<file path="src/rtl/voice_mixer.sv">
// Voice mixer: accumulates per-voice subsamples into a frame sum, applies master
// volume with saturation, and queues finished samples in a small output FIFO.
module voice_mixer #(
   parameter int DEPTH = 4,
   parameter int SHIFT = 7
) (
   input  logic               i_Clock,
   input  logic               i_Reset,
   input  logic signed [15:0] i_Subsample,
   input  logic               i_SubsampleReady,
   input  logic               i_SampleReady,
   input  logic        [7:0]  i_Volume,
   input  logic               i_ClearOverflow,
   output logic signed [15:0] o_Sample,
   output logic               o_Valid,
   input  logic               i_Ready,
   output logic               o_Overflow
);

   localparam int AW = (DEPTH > 1) ? $clog2(DEPTH) : 1;
   localparam logic signed [28:0] SAT_HI = 29'sd32767;
   localparam logic signed [28:0] SAT_LO = -29'sd32768;

   typedef enum logic [0:0] {SYNC = 1'b0, RUN = 1'b1} state_t;

   state_t             state_r, next_state_s;
   logic signed [19:0] accum_r, accum_next_s, addend_s, final_sum_s;
   logic               s1_load_s;
   logic signed [19:0] stage1_r;
   logic               s1_valid_r;
   logic signed [28:0] product_s, product_r, scaled_s;
   logic               s2_valid_r;
   logic signed [15:0] sat_s;
   logic        [15:0] mem_r [DEPTH];
   logic     [AW-1:0]  wr_ptr_r, rd_ptr_r;
   logic     [AW:0]    count_r;
   logic               full_s, pop_s, accept_s, ovf_set_s, overflow_r;

   assign addend_s    = i_SubsampleReady ? {{4{i_Subsample[15]}}, i_Subsample} : 20'sd0;
   assign final_sum_s = accum_r + addend_s;

   // Frame sequencing: SYNC discards the partial frame seen after reset.
   always_comb begin
      next_state_s = state_r;
      accum_next_s = accum_r;
      s1_load_s    = 1'b0;
      case (state_r)
         SYNC: begin
            if (i_SampleReady) begin
               next_state_s = RUN;
               accum_next_s = 20'sd0;
            end else begin
               accum_next_s = accum_r;
            end
         end
         RUN: begin
            if (i_SampleReady) begin
               s1_load_s    = 1'b1;
               accum_next_s = 20'sd0;
            end else if (i_SubsampleReady) begin
               accum_next_s = final_sum_s;
            end else begin
               accum_next_s = accum_r;
            end
         end
         default: begin
            next_state_s = SYNC;
            accum_next_s = 20'sd0;
         end
      endcase
   end

   // State, accumulator and stage-1 frame sum.
   always_ff @(posedge i_Clock or posedge i_Reset) begin
      if (i_Reset) begin
         state_r    <= SYNC;
         accum_r    <= 20'sd0;
         stage1_r   <= 20'sd0;
         s1_valid_r <= 1'b0;
      end else begin
         state_r    <= next_state_s;
         accum_r    <= accum_next_s;
         s1_valid_r <= s1_load_s;
         if (s1_load_s) begin
            stage1_r <= final_sum_s;
         end
      end
   end

   assign product_s = $signed({{9{stage1_r[19]}}, stage1_r}) * $signed({21'd0, i_Volume});

   // Stage 2: volume multiply, using the volume present on this cycle.
   always_ff @(posedge i_Clock or posedge i_Reset) begin
      if (i_Reset) begin
         product_r  <= 29'sd0;
         s2_valid_r <= 1'b0;
      end else begin
         s2_valid_r <= s1_valid_r;
         if (s1_valid_r) begin
            product_r <= product_s;
         end
      end
   end

   assign scaled_s = product_r >>> SHIFT;

   // Stage 3 saturation to the 16-bit output range.
   always_comb begin
      if (scaled_s > SAT_HI) begin
         sat_s = 16'sh7FFF;
      end else if (scaled_s < SAT_LO) begin
         sat_s = 16'sh8000;
      end else begin
         sat_s = scaled_s[15:0];
      end
   end

   assign full_s    = (count_r == (AW+1)'(DEPTH));
   assign pop_s     = (count_r != {(AW+1){1'b0}}) && i_Ready;
   assign accept_s  = s2_valid_r && (!full_s || pop_s);
   assign ovf_set_s = s2_valid_r && full_s && !pop_s;

   // FIFO storage; contents are only visible while the occupancy count says so.
   always_ff @(posedge i_Clock) begin
      if (accept_s) begin
         mem_r[wr_ptr_r] <= sat_s;
      end
   end

   // FIFO pointers, occupancy and sticky overflow (set beats clear).
   always_ff @(posedge i_Clock or posedge i_Reset) begin
      if (i_Reset) begin
         wr_ptr_r   <= {AW{1'b0}};
         rd_ptr_r   <= {AW{1'b0}};
         count_r    <= {(AW+1){1'b0}};
         overflow_r <= 1'b0;
      end else begin
         if (accept_s) begin
            wr_ptr_r <= wr_ptr_r + AW'(1);
         end
         if (pop_s) begin
            rd_ptr_r <= rd_ptr_r + AW'(1);
         end
         case ({accept_s, pop_s})
            2'b10:   count_r <= count_r + (AW+1)'(1);
            2'b01:   count_r <= count_r - (AW+1)'(1);
            default: count_r <= count_r;
         endcase
         if (ovf_set_s) begin
            overflow_r <= 1'b1;
         end else if (i_ClearOverflow) begin
            overflow_r <= 1'b0;
         end
      end
   end

   assign o_Valid    = (count_r != {(AW+1){1'b0}});
   assign o_Sample   = o_Valid ? $signed(mem_r[rd_ptr_r]) : 16'sd0;
   assign o_Overflow = overflow_r;

endmodule
</file>
<file path="config.mk">
export PLATFORM = sky130hd
export DESIGN_NAME = voice_mixer
export DESIGN_NICKNAME = d
export VERILOG_FILES = /design/src/rtl/voice_mixer.sv
export SDC_FILE = /design/constraint.sdc
export NUM_CORES = 1
export LEC_CHECK = 0
export CELL_PAD_IN_SITES_DETAIL_PLACEMENT = 1
export CELL_PAD_IN_SITES_GLOBAL_PLACEMENT = 2
export CORE_MARGIN = 10
export CORE_UTILIZATION = 45
export DETAILED_ROUTE_END_ITERATION = 10
export PLACE_DENSITY_LB_ADDON = 0.12
export RECOVER_POWER = 100
export SLEW_MARGIN = 20
export SYNTH_ARGS = -nofsm -noshare
export SYNTH_HDL_FRONTEND = slang
export SYNTH_SLANG_ARGS = --single-unit
</file>
<file path="constraint.sdc">
create_clock -name i_Clock -period 8.1 [get_ports i_Clock]
set_input_delay 1.215 -clock i_Clock [delete_from_list [all_inputs] [get_ports i_Clock]]
set_output_delay 1.215 -clock i_Clock [all_outputs]
set_load 0.05 [all_outputs]
</file>
Word-level counts from Yosys, hierarchy flattened
Memories as Yosys holds them, arrays and structs flattened.
Index checks and enable logic that the tools add are counted.
{"block": "op_classes", "order_cmp": 2, "n_eq_ne": 5, "bitwise": 1, "add_sub_neg": 5, "mul": 1, "n_reduce_logical": 11, "n_mux": 16}
{"operator": "$mux W20", "n": 4}
{"operator": "$mux W16", "n": 3}
{"operator": "$pmux W20 S2", "n": 1}
{"operator": "$mul A20 B9 Y29", "n": 1}
{"operator": "$gt A22 B16 Y1 const B", "n": 1}
{"operator": "$lt A22 B16 Y1 const B", "n": 1}
{"operator": "$add A20 B20 Y20", "n": 1}
{"operator": "$mux W1", "n": 7}
{"operator": "$pmux W3 S2", "n": 1}
{"operator": "$add A2 B1 Y2 const B", "n": 2}
{"operator": "$logic_and A1 B1 Y1", "n": 4}
{"operator": "$reduce_bool A2 Y1", "n": 2}
{"operator": "$add A3 B1 Y3 const B", "n": 1}
{"operator": "$eq A3 B3 Y1 const B", "n": 1}
{"operator": "$ne A3 B3 Y1 const B", "n": 1}
{"operator": "$reduce_bool A3 Y1", "n": 1}
{"operator": "$sub A3 B1 Y3 const B", "n": 1}
{"operator": "$eq A2 B1 Y1 const B", "n": 1}
{"operator": "$eq A2 B2 Y1 const B", "n": 1}
{"operator": "$logic_not A1 Y1", "n": 2}
{"operator": "$ne A2 B2 Y1 const B", "n": 1}
{"operator": "$reduce_and A2 Y1", "n": 1}
{"operator": "$logic_or A1 B1 Y1", "n": 1}
{"operator": "$not A1 Y1", "n": 1}
{"block": "totals", "out_inout_bits": 18, "wordCells": 52, "mem_bits_rw": 64, "n_memories": 1, "in_bits": 30, "regBits": 80}
{"name": "mem_r", "words": 4, "width": 16, "read_ports": 1, "rd_ports_with_merged_regs": 0, "write_ports": 1, "line": "34", "text": "logic [15:0] mem_r [DEPTH];"}

Depth between registers and ports, before layout
Gate-level depths: netlist of run 1.
{"block": "logic_depth", "ltp_word": 6, "ltp_mapped": 21}

Least setup slack after synthesis of run 1
Ideal clock, no wire load.
{"block": "synth_path", "kind": "input to register", "from": "in i_Volume[1]", "to": "reg product_r[27]", "path_buffers": 2, "slack_ns": 2.127, "setup_ns": 0.125, "stages": 21, "arrival_ns": 5.849, "path_cell_list": "clkbuf_1 > buf_1 > nand2_1 > fa_1 > inv_1 > fa_1 > fa_1 > inv_1 > fa_1 > inv_1 > ha_1 > a21oi_1 > o21ai_0 > nand3_1 > a21boi_0 > o31a_1 > o2111ai_2 > o21ai_2 > a21oi_1 > xnor2_1 > mux2_2"}
{"block": "synth_via", "elab_chain_len": 1}
{"element": "start: declaration", "line": "12", "text": "input logic [7:0] i_Volume,"}
{"element": "$mul A20 B9 Y29", "line": "90", "text": "assign product_s = $signed({{9{stage1_r[19]}}, stage1_r}) * $signed({21'd0, i_Volume});"}
{"element": "end signal: assignment", "line": "100", "text": "product_r <= product_s;"}
{"element": "end: declaration", "line": "31", "text": "logic signed [28:0] product_s, product_r, scaled_s;"}
Every way passes these cells.
A chain may end at the register's enable or synchronous reset.

Worst setup path in the final report of run 1
{"block": "layout_path", "from": "in i_Volume[2]", "to": "reg product_r[27]"}
Same word-level chain as after synthesis.

==> flow_summary.ini, run 1 <==
[sta]
max_slew_margin = -1.64
timing.fmax_ghz = 0.145
grt_setup_unrepaired = no
fin_tns_setup_ps = 0
hold_slack_ps = 493
finalMaxSlewViolations = 90
skew_ps = 12.0
post-route-min-period_ps = 6880
fin_crit_sh = 0.850
hold_viol_final = 0
worstMarginPinSlew_ps = 3960
finalSetupViolations = 0

[min_path]
hp-class = flip-flop to flip-flop
whs_path_depth = 2
hold_path_end = accum_r[18]
hp-start = accum_r[18]

[power]
ir_drop_mv = 0.267
leakage_nw = 5.97
cellPowerDensity_nw_per_um2 = 382
p_total_w = 0.00491

[die]
placementRows = 58
die_w_um = 180
dieArea_um2 = 32500
fp.coreArea_um2 = 25300
die_h_um = 180
ios = 48
start_util = 0.458

[synth]
ys_types = 55
synth_nets = 1302
ys_seq_elements = 137
synth_ff_type = dfrtp_1
syn-cell-area_um2 = 11600
avgSynthCellArea_um2 = 10.8
yosysWarnings = 0
async_reset_ff_frac = 0.533
yosysSeqAreaShare = 0.324
synthCells = 1067
synth_edf_count = 64

[cells_and_area]
synthToLayoutAreaGrowth_pct = 11.1
final_common_cell = inv_1
nNetsFinal = 1330
fin_area_um2 = 12800
layout_common_cells = 175 x inv_1, 127 x fa_1, 118 x and2_1
layout-drive-gt1-share = 0.0776

[cts]
clock-sinks = 137
clk_pin_slew_ps = 70
cts_resized = 0
cts_setup_buffers = 0
numCtsBuffers = 17
cts_tree = built
clk_latency_ps = 430
htree_levels = 4
clockRootBuffer = clkbuf_16
cts_hold_buf = 0
cts_max_path_buffers = 2

[critical_path]
path_buf_inv = 2
r2r-start = stage1_r[3]
reg2reg_depth = 17
critPathSlowestCell = dlygate4sd3_1
rrSetupSlack_ps = 2540
critical_path_required_ps = 8410
critPathTopFamily = adder cells
r2r-end = product_r[27]
crit_type = primary input to flip-flop
cp_cell_sequence = dlygate4sd3_1 -> nand2_1 -> fa_1 -> inv_1 -> fa_1 -> ha_1 -> fa_1 -> ha_1 -> nand4b_1 -> o21ai_0 -> nand4_1 -> a21oi_1 -> o31a_1 -> o2111ai_1 -> o21ai_0 -> a21oi_1 -> xnor2_1 -> mux2_2
cp-end-kind = flip-flop
crit_path_max_fanout = 20
arrival_ps = 7200
start_kind = primary input
path_common_cell = fa_1
slowest_delay_ps = 1010

[drt]
drt_iter0_drc = 233
wl_per_cell_um = 16.8
post-route-drc-count = 0
first_pass_iters = 4
viasPerCell = 5.11
vias = 7358
postRouteAntennaNets = 0
routed_wirelength_um = 24200

[placed_design]
place_area_um2 = 12300
hpwl_um = 19100
place_congestion = 0.778
portBuffers = 47

[run_status]
status = finished with violations
violations = max-capacitance violations, max-slew violations

[global_routing]
grt_pass1_wl_um = 41700
grt_max_degree = 74
grt_pass1_vias = 8256
grt-ovfl-total = 0
grt_use_total = 0.155
antenna_found_initial = 1

[run]
max_cap_viol_count = 2
[through the flow]
step	setup slack [ps]	instances	util
global placement	1240	1406	0.488
detailed placement	1130	1406	0.488
floorplan	2130	1067	-
finish	1220	1439	0.509
CTS	1580	1438	0.510
global route	822	1438	0.509
[cells in the mapped netlist (all sizes together) (2+ instances only)]
master  number  area share
and3         2      0.0011
and4         2      0.0015
nand2b       5      0.0027
nand3        3      0.0013
dfrtp       73        0.16
a21oi       27       0.012
nor2b        6      0.0032
o31ai        3      0.0024
a21boi       2      0.0013
a22o        12      0.0091
or3          4      0.0022
ha          78       0.084
buf          5      0.0018
inv        176       0.057
o21bai       5      0.0032
mux2        30       0.029
a31o         2      0.0015
o21ai       32       0.014
nor2        14      0.0045
fa         127        0.22
and2       125       0.068
clkbuf      37       0.012
a211oi       3      0.0019
edfxtp      64        0.17
a21o        13      0.0084
nand4        5      0.0027
or2          2      0.0011
o21a        18       0.012
xnor2       29       0.022
xor2        17       0.013
nor3         9      0.0039
mux4        16       0.031
nand2      104       0.034
a31oi        2      0.0011
[metal layers]
layer / vias to the layer above / track usage / routed length (um) / part of all wire
met5: - / 0 / 0 / 0
met4: 0 / 0.0443 / 267 / 0.011
met3: 18 / 0.0229 / 598 / 0.025
met2: 96 / 0.263 / 11600 / 0.48
met1: 3739 / 0.200 / 11700 / 0.48
li1: 3505 / - / - / -
[kinds of logic (layout without fill, tap and decap cells)]
kind of cell,after synthesis,count (layout),synth area share
adders and majority gates,205,205,0.304
other,0,1,0
and+or+nand+nor,286,286,0.129
AOI/OAI and AO/OA,128,128,0.0754
buffers and inverters,218,259,0.0710
DFF,137,137,0.324
xor gates and xnor gates,46,46,0.0348
muxes,47,47,0.0612
[how the worst max path moves through the flow]
stage           startpoint       endpoint  slack, ps  cells after the start
2_1_floorplan  i_Volume[1]  product_r[27]       2130                     21
3_3_place_gp   i_Volume[2]  product_r[25]       1240                     20
3_5_place_dp   i_Volume[2]  product_r[25]       1130                     20
4_1_cts        i_Volume[2]  product_r[25]       1580                     20
5_1_grt        i_Volume[2]  product_r[27]        820                     18
6_report       i_Volume[2]  product_r[27]       1220                     18
[where the power goes]
group          switching [W]  internal (W)  total (W)
Clock               0.000351      0.000403   0.000753
Combinational        0.00167       0.00133    0.00300
Sequential          0.000154       0.00100    0.00115
[cell type report]
class / count / area [um2]
Clock inverter: 15 / 130
Clock buffer: 17 / 425
Inverter: 176 / 662
Tap cell: 330 / 413
Sequential cell: 137 / 3750
Antenna cell: 1 / 2.50
Fill cell: 2746 / 12400
Multi-Input combinational cell: 712 / 6970
Timing Repair Buffer: 51 / 497
[worst register-to-register path: cells and delay by family (launching register included)]
kind | cells | cell delay, ps
fa+ha+maj | 5 | 2140
compound gates | 6 | 1800
simple gates | 3 | 530
flops | 1 | 520
mux | 1 | 250
xor+xnor | 1 | 140
buf+inv | 1 | 50
[registers in the layout, summed over array words and instances, names as in the netlist]
| signal | count |
|---|---|
| rd_ptr_r | 2 |
| product_r | 22 |
| accum_r | 20 |
| stage1_r | 20 |
| wr_ptr_r | 2 |
| count_r | 3 |
| mem_r | 64 |
| s1_valid_r | 1 |
| s2_valid_r | 1 |
| state_r | 1 |
| o_Overflow | 1 |
Power figures use the tool's default switching activity.
==> inputs of run 2 (changes only) <==
--- a/config.mk
+++ b/config.mk
@@ -8,7 +8,7 @@
 export CELL_PAD_IN_SITES_DETAIL_PLACEMENT = 1
 export CELL_PAD_IN_SITES_GLOBAL_PLACEMENT = 2
 export CORE_MARGIN = 10
-export CORE_UTILIZATION = 45
+export CORE_UTILIZATION = 38
 export DETAILED_ROUTE_END_ITERATION = 10
 export PLACE_DENSITY_LB_ADDON = 0.12
 export RECOVER_POWER = 100
==> constraint.sdc (replaced) <==
create_clock -name i_Clock -period 5.8 [get_ports i_Clock]
set_input_delay 0.87 -clock i_Clock [delete_from_list [all_inputs] [get_ports i_Clock]]
set_output_delay 0.87 -clock i_Clock [all_outputs]
set_load 0.05 [all_outputs]
==> flow_summary.ini, run 2 (synthesis gave the netlist of run 1 again) <==
[power]
p_seq_frac = 0.209
combinationalPowerShare = 0.648
p_int_w = 0.00440
switching_share = 0.424
cellPowerDensity_nw_per_um2 = 561
leakage_nw = 6.37
p_total_w = 0.00765
ir_drop_mv = 0.235
switching_power_w = 0.00324
clkPwrFrac = 0.143

[die]
start_util = 0.388
die_w_um = 194
ios = 48
fp.coreArea_um2 = 29800
die_h_um = 194
placementRows = 63
dieArea_um2 = 37800

[cells_and_area]
layout-drive-gt1-share = 0.143
synthToLayoutAreaGrowth_pct = 17.9
multi_input_area_um2 = 7090
largest_register_ffs = 64
layout_common_cells = 174 x inv_1, 127 x fa_1, 116 x and2_1
fin_util = 0.457
top_register = mem_r
fillers = 3233
nNetsFinal = 1395
seqCellArea_um2 = 3750
top_regs = mem_r: 64 flops, product_r: 22 flops
final_common_cell = inv_1
diodes = 0

[cts]
htree_levels = 4
numCtsBuffers = 17
clk_pin_slew_ps = 70
clock-sinks = 137
cts_max_path_buffers = 2
clk_latency_ps = 420
cts_hold_buf = 0
clockRootBuffer = clkbuf_16
cts_tree = built

[sta]
finalMaxSlewViolations = 90
post-route-min-period_ps = 5510
skew_ps = 9.39
hold_viol_final = 0
max_slew_margin = -1.70
worstMarginPinSlew_ps = 4050
fin_crit_sh = 0.949
layout_setup_ws_ps = 293
timing.fmax_ghz = 0.182
finalSetupViolations = 0
grt_setup_unrepaired = no

[drt]
vias = 7488
drt_iter0_drc = 209
post-route-drc-count = 0
routed_wirelength_um = 25000
wl_per_cell_um = 16.0
postRouteAntennaNets = 0
viasPerCell = 4.79
first_pass_iters = 4

[global_routing]
grt_max_degree = 74
grt_pass1_wl_um = 42700
grt_use_total = 0.135
grt-ovfl-total = 0
grt_pass1_vias = 8224
antenna_found_initial = 1

[critical_path]
arrival_ps = 5820
critical_path_required_ps = 6110
crit_type = primary input to flip-flop
crit_start = i_Volume[6]
crit_path_max_fanout = 11
cp-end-kind = flip-flop
r2r-start = stage1_r[5]
start_kind = primary input

[placed_design]
portBuffers = 47
hpwl_um = 19600
place_congestion = 0.774
dp_slack_ps = -549

[run_status]
violations = max-capacitance violations, max-slew violations
status = finished with violations

[min_path]
hp-class = flip-flop to flip-flop
hp-start = count_r[2]

[run]
max_cap_viol_count = 2
## run 2: timing repair
item / 4_1_cts / 5_1_grt
cloned: 0 / 1
pin swaps: 1 / 15
setup buffers: 0 / 5
hold endpoints to repair: 0 / 0
resized for setup: 3 / 27
endpoints found under the setup margin: 4 / 7
## run 2: routing by layer
layer  track usage  routed length [um]  vias to the layer above
met3        0.0188                 468                       15
met4        0.0327                 218                        0
met1         0.183               12100                     3776
met5             0                   0                        -
met2         0.223               12200                       62
li1              -                   -                     3635
## run 2: layout make-up
| type | instances | area share |
|---|---|---|
| Clock buffer | 17 | 0.0312 |
| Clock inverter | 15 | 0.0115 |
| Inverter | 176 | 0.0486 |
| Multi-Input combinational cell | 712 | 0.520 |
| Sequential cell | 137 | 0.275 |
| Tap cell | 390 | 0.0358 |
| Timing Repair Buffer | 116 | 0.0777 |
## run 2: path summary, 6_finish.rpt
check                                end  slack [ps]  depth (start not counted)
max                        product_r[25]         290                         19
min                           count_r[2]         480                          1
max reg2reg                product_r[25]         680                         19
min reg2reg                   count_r[2]         480                          1
max in group asynchronous  product_r[11]        1030                          3
min in group asynchronous   stage1_r[18]        2500                          3
## run 2: power groups by stage
stage	clock, W	combinational [W]	sequential, W
3_5_place_dp	0	0.00491	0.00163
3_3_place_gp	0	0.00481	0.00161
5_1_grt	0.00117	0.00569	0.00164
6_report	0.00109	0.00495	0.00160
2_1_floorplan	0	0.00344	0.00151
4_1_cts	0.00113	0.00495	0.00161
## run 2: critical path, cell delays in order
cell and delay, ps:
clkdlybuf4s50_1 580, and2_0 250, ha_1 310, fa_1 510, fa_1 540, inv_1 60, fa_1 520, inv_1 60
ha_4 250, a21oi_2 160, nand2_1 80, a21oi_2 190, a21oi_2 90, o31a_1 360, o2111ai_4 290, a21boi_1 150
a21oi_1 190, xnor2_1 70, mux2_2 250
## run 2: stage by stage
stage | std cells | instance area, um2 | hold slack [ps] | setup TNS (ps)
after floorplan | 1067 | 11600 | 352 | 0
after global placement | 1525 | 12900 | 475 | -2560
after detailed placement | 1525 | 12900 | 475 | -3650
after CTS | 1557 | 13500 | 492 | 0
after global routing | 1563 | 13600 | 520 | 0
final | 1563 | 13600 | 483 | 0
==> inputs of run 3 (changes only) <==
--- a/config.mk
+++ b/config.mk
@@ -10,7 +10,7 @@
 export CORE_MARGIN = 10
 export CORE_UTILIZATION = 38
 export DETAILED_ROUTE_END_ITERATION = 10
-export PLACE_DENSITY_LB_ADDON = 0.12
+export PLACE_DENSITY = 0.84
 export RECOVER_POWER = 100
 export SLEW_MARGIN = 20
 export SYNTH_ARGS = -nofsm -noshare
==> flow_summary.ini, run 3 (synthesis gave the netlist of run 1 again) <==
[critical_path]
reg2reg_depth = 18
crit_type = primary input to flip-flop
start_kind = primary input
rrSetupSlack_ps = 670
crit_path_max_fanout = 7
cp-end-kind = flip-flop
arrival_ps = 5890
r2r-end = product_r[27]
r2r-start = stage1_r[5]
critical_path_required_ps = 6110

[sta]
layout_setup_ws_ps = 217
finalSetupViolations = 0
max_slew_margin = -1.68
finalMaxSlewViolations = 90
fin_crit_sh = 0.963
hold_viol_final = 0
timing.fmax_ghz = 0.179
worstMarginPinSlew_ps = 4020
post-route-min-period_ps = 5580
skew_ps = 10.6

[cts]
htree_levels = 4
clockRootBuffer = clkbuf_16
clock-sinks = 137
clk_latency_ps = 430
clk_pin_slew_ps = 70
numCtsBuffers = 17
cts_max_path_buffers = 2
cts_tree = built
cts_hold_buf = 0

[power]
combinationalPowerShare = 0.652
p_int_w = 0.00460
ir_drop_mv = 0.258
p_total_w = 0.00801
switching_share = 0.426
switching_power_w = 0.00341
cellPowerDensity_nw_per_um2 = 584
p_seq_frac = 0.206
clkPwrFrac = 0.141
leakage_nw = 6.39

[cells_and_area]
nNetsFinal = 1398
final_common_cell = inv_1
layout-drive-gt1-share = 0.156
largest_register_ffs = 64
top_register = mem_r
top_regs = mem_r: 64 flops, product_r: 22 flops
diodes = 0
synthToLayoutAreaGrowth_pct = 18.6
final_cell_count_no_fill = 1566
layout_common_cells = 171 x inv_1, 126 x fa_1, 118 x and2_1

[drt]
vias = 7572
wl_per_cell_um = 16.1
post-route-drc-count = 0
routed_wirelength_um = 25200
viasPerCell = 4.84
first_pass_iters = 4
drt_iter0_drc = 246
postRouteAntennaNets = 0

[placed_design]
place_congestion = 0.831
dp_slack_ps = -480
place_inst = 1531
portBuffers = 47
hpwl_um = 19800

[die]
dieArea_um2 = 37800
ios = 48
die_h_um = 194
die_w_um = 194
fp.coreArea_um2 = 29800
placementRows = 63
start_util = 0.388

[global_routing]
antenna_found_initial = 0
grt-ovfl-total = 0
grt_pass1_wl_um = 43000
grt_use_total = 0.137
top_usage_layer = met2
met3_usage = 0.0229
use_met1 = 0.175
grt_pass1_vias = 8501
grtUsageMet2 = 0.237
grt_max_degree = 74

[min_path]
hp-start = s2_valid_r
hold_path_end = o_Overflow
whs_path_depth = 2
hp-class = flip-flop to flip-flop

[run]
max_cap_viol_count = 2

[run_status]
violations = max-capacitance violations, max-slew violations
status = finished with violations
## run 3: changes by cell type in the layout (fill, tap and decap cells not counted), moves of 4 or more
cell / previous run / this run
buf_4: 57 / 68
clkbuf_4: 4 / 0
ha_1: 75 / 70
ha_4: 3 / 8
## run 3: per-layer routing
layer | up-vias | part of all wire
met5 | - | 0
met4 | 0 | 0.0074
met3 | 15 | 0.024
met2 | 75 | 0.50
met1 | 3838 | 0.47
li1 | 3644 | -
## run 3: timing repair
| item | 4_1_cts | 5_1_grt |
|---|---|---|
| buffers inserted | 0 | 3 |
| cloned | 0 | 0 |
| setup endpoints to repair | 2 | 7 |
| resized for setup | 2 | 39 |
| pin swaps | 1 | 26 |
## run 3: critical path, cell delays in order
cell             delay (ps)
clkdlybuf4s50_1         470
buf_6                   140
nand2_1                  80
fa_1                    540
inv_1                    50
fa_1                    500
fa_1                    500
inv_1                    50
fa_1                    520
inv_1                    40
ha_1                    290
buf_4                   120
and4_4                  200
nand4_1                 130
a21oi_2                 180
o31a_1                  270
o2111ai_4               210
o21ai_4                 250
a21oi_2                  90
xnor2_1                 120
mux2_2                  260
## run 3: how the worst max path moves through the flow
stage / from / to / slack, ps / cells after the start
4_1_cts: i_Volume[5] / product_r[27] / 10 / 20
3_5_place_dp: i_Volume[5] / product_r[25] / -480 / 20
5_1_grt: i_Volume[2] / product_r[27] / -10 / 21
6_report: i_Volume[2] / product_r[27] / 220 / 21
2_1_floorplan: i_Volume[1] / product_r[27] / 170 / 21
3_3_place_gp: i_Volume[5] / product_r[27] / -330 / 20
## run 3: metrics by stage
step	util	instance area, um2	hold slack, ps	setup TNS (ps)
finish	0.460	13700	471	0
floorplan	-	11600	352	0
detailed placement	0.433	12900	473	-2780
global placement	0.433	12900	464	-1960
global route	0.460	13700	501	-11.2
CTS	0.453	13500	485	0
## run 3: area by class of cell
cell class | count | area, um2
Clock buffer | 17 | 425
Clock inverter | 15 | 183
Fill cell | 3241 | 16100
Inverter | 176 | 661
Multi-Input combinational cell | 712 | 7170
Sequential cell | 137 | 3750
Tap cell | 390 | 488
Timing Repair Buffer | 119 | 1040
## run 3: power groups by stage
| stage | Sequential [W] | Clock, W | Combinational (W) |
|---|---|---|---|
| after floorplan | 0.00151 | 0 | 0.00344 |
| after global placement | 0.00165 | 0 | 0.00473 |
| after detailed placement | 0.00167 | 0 | 0.00495 |
| after CTS | 0.00166 | 0.00115 | 0.00499 |
| after global routing | 0.00169 | 0.00119 | 0.00591 |
| final | 0.00165 | 0.00113 | 0.00523 |
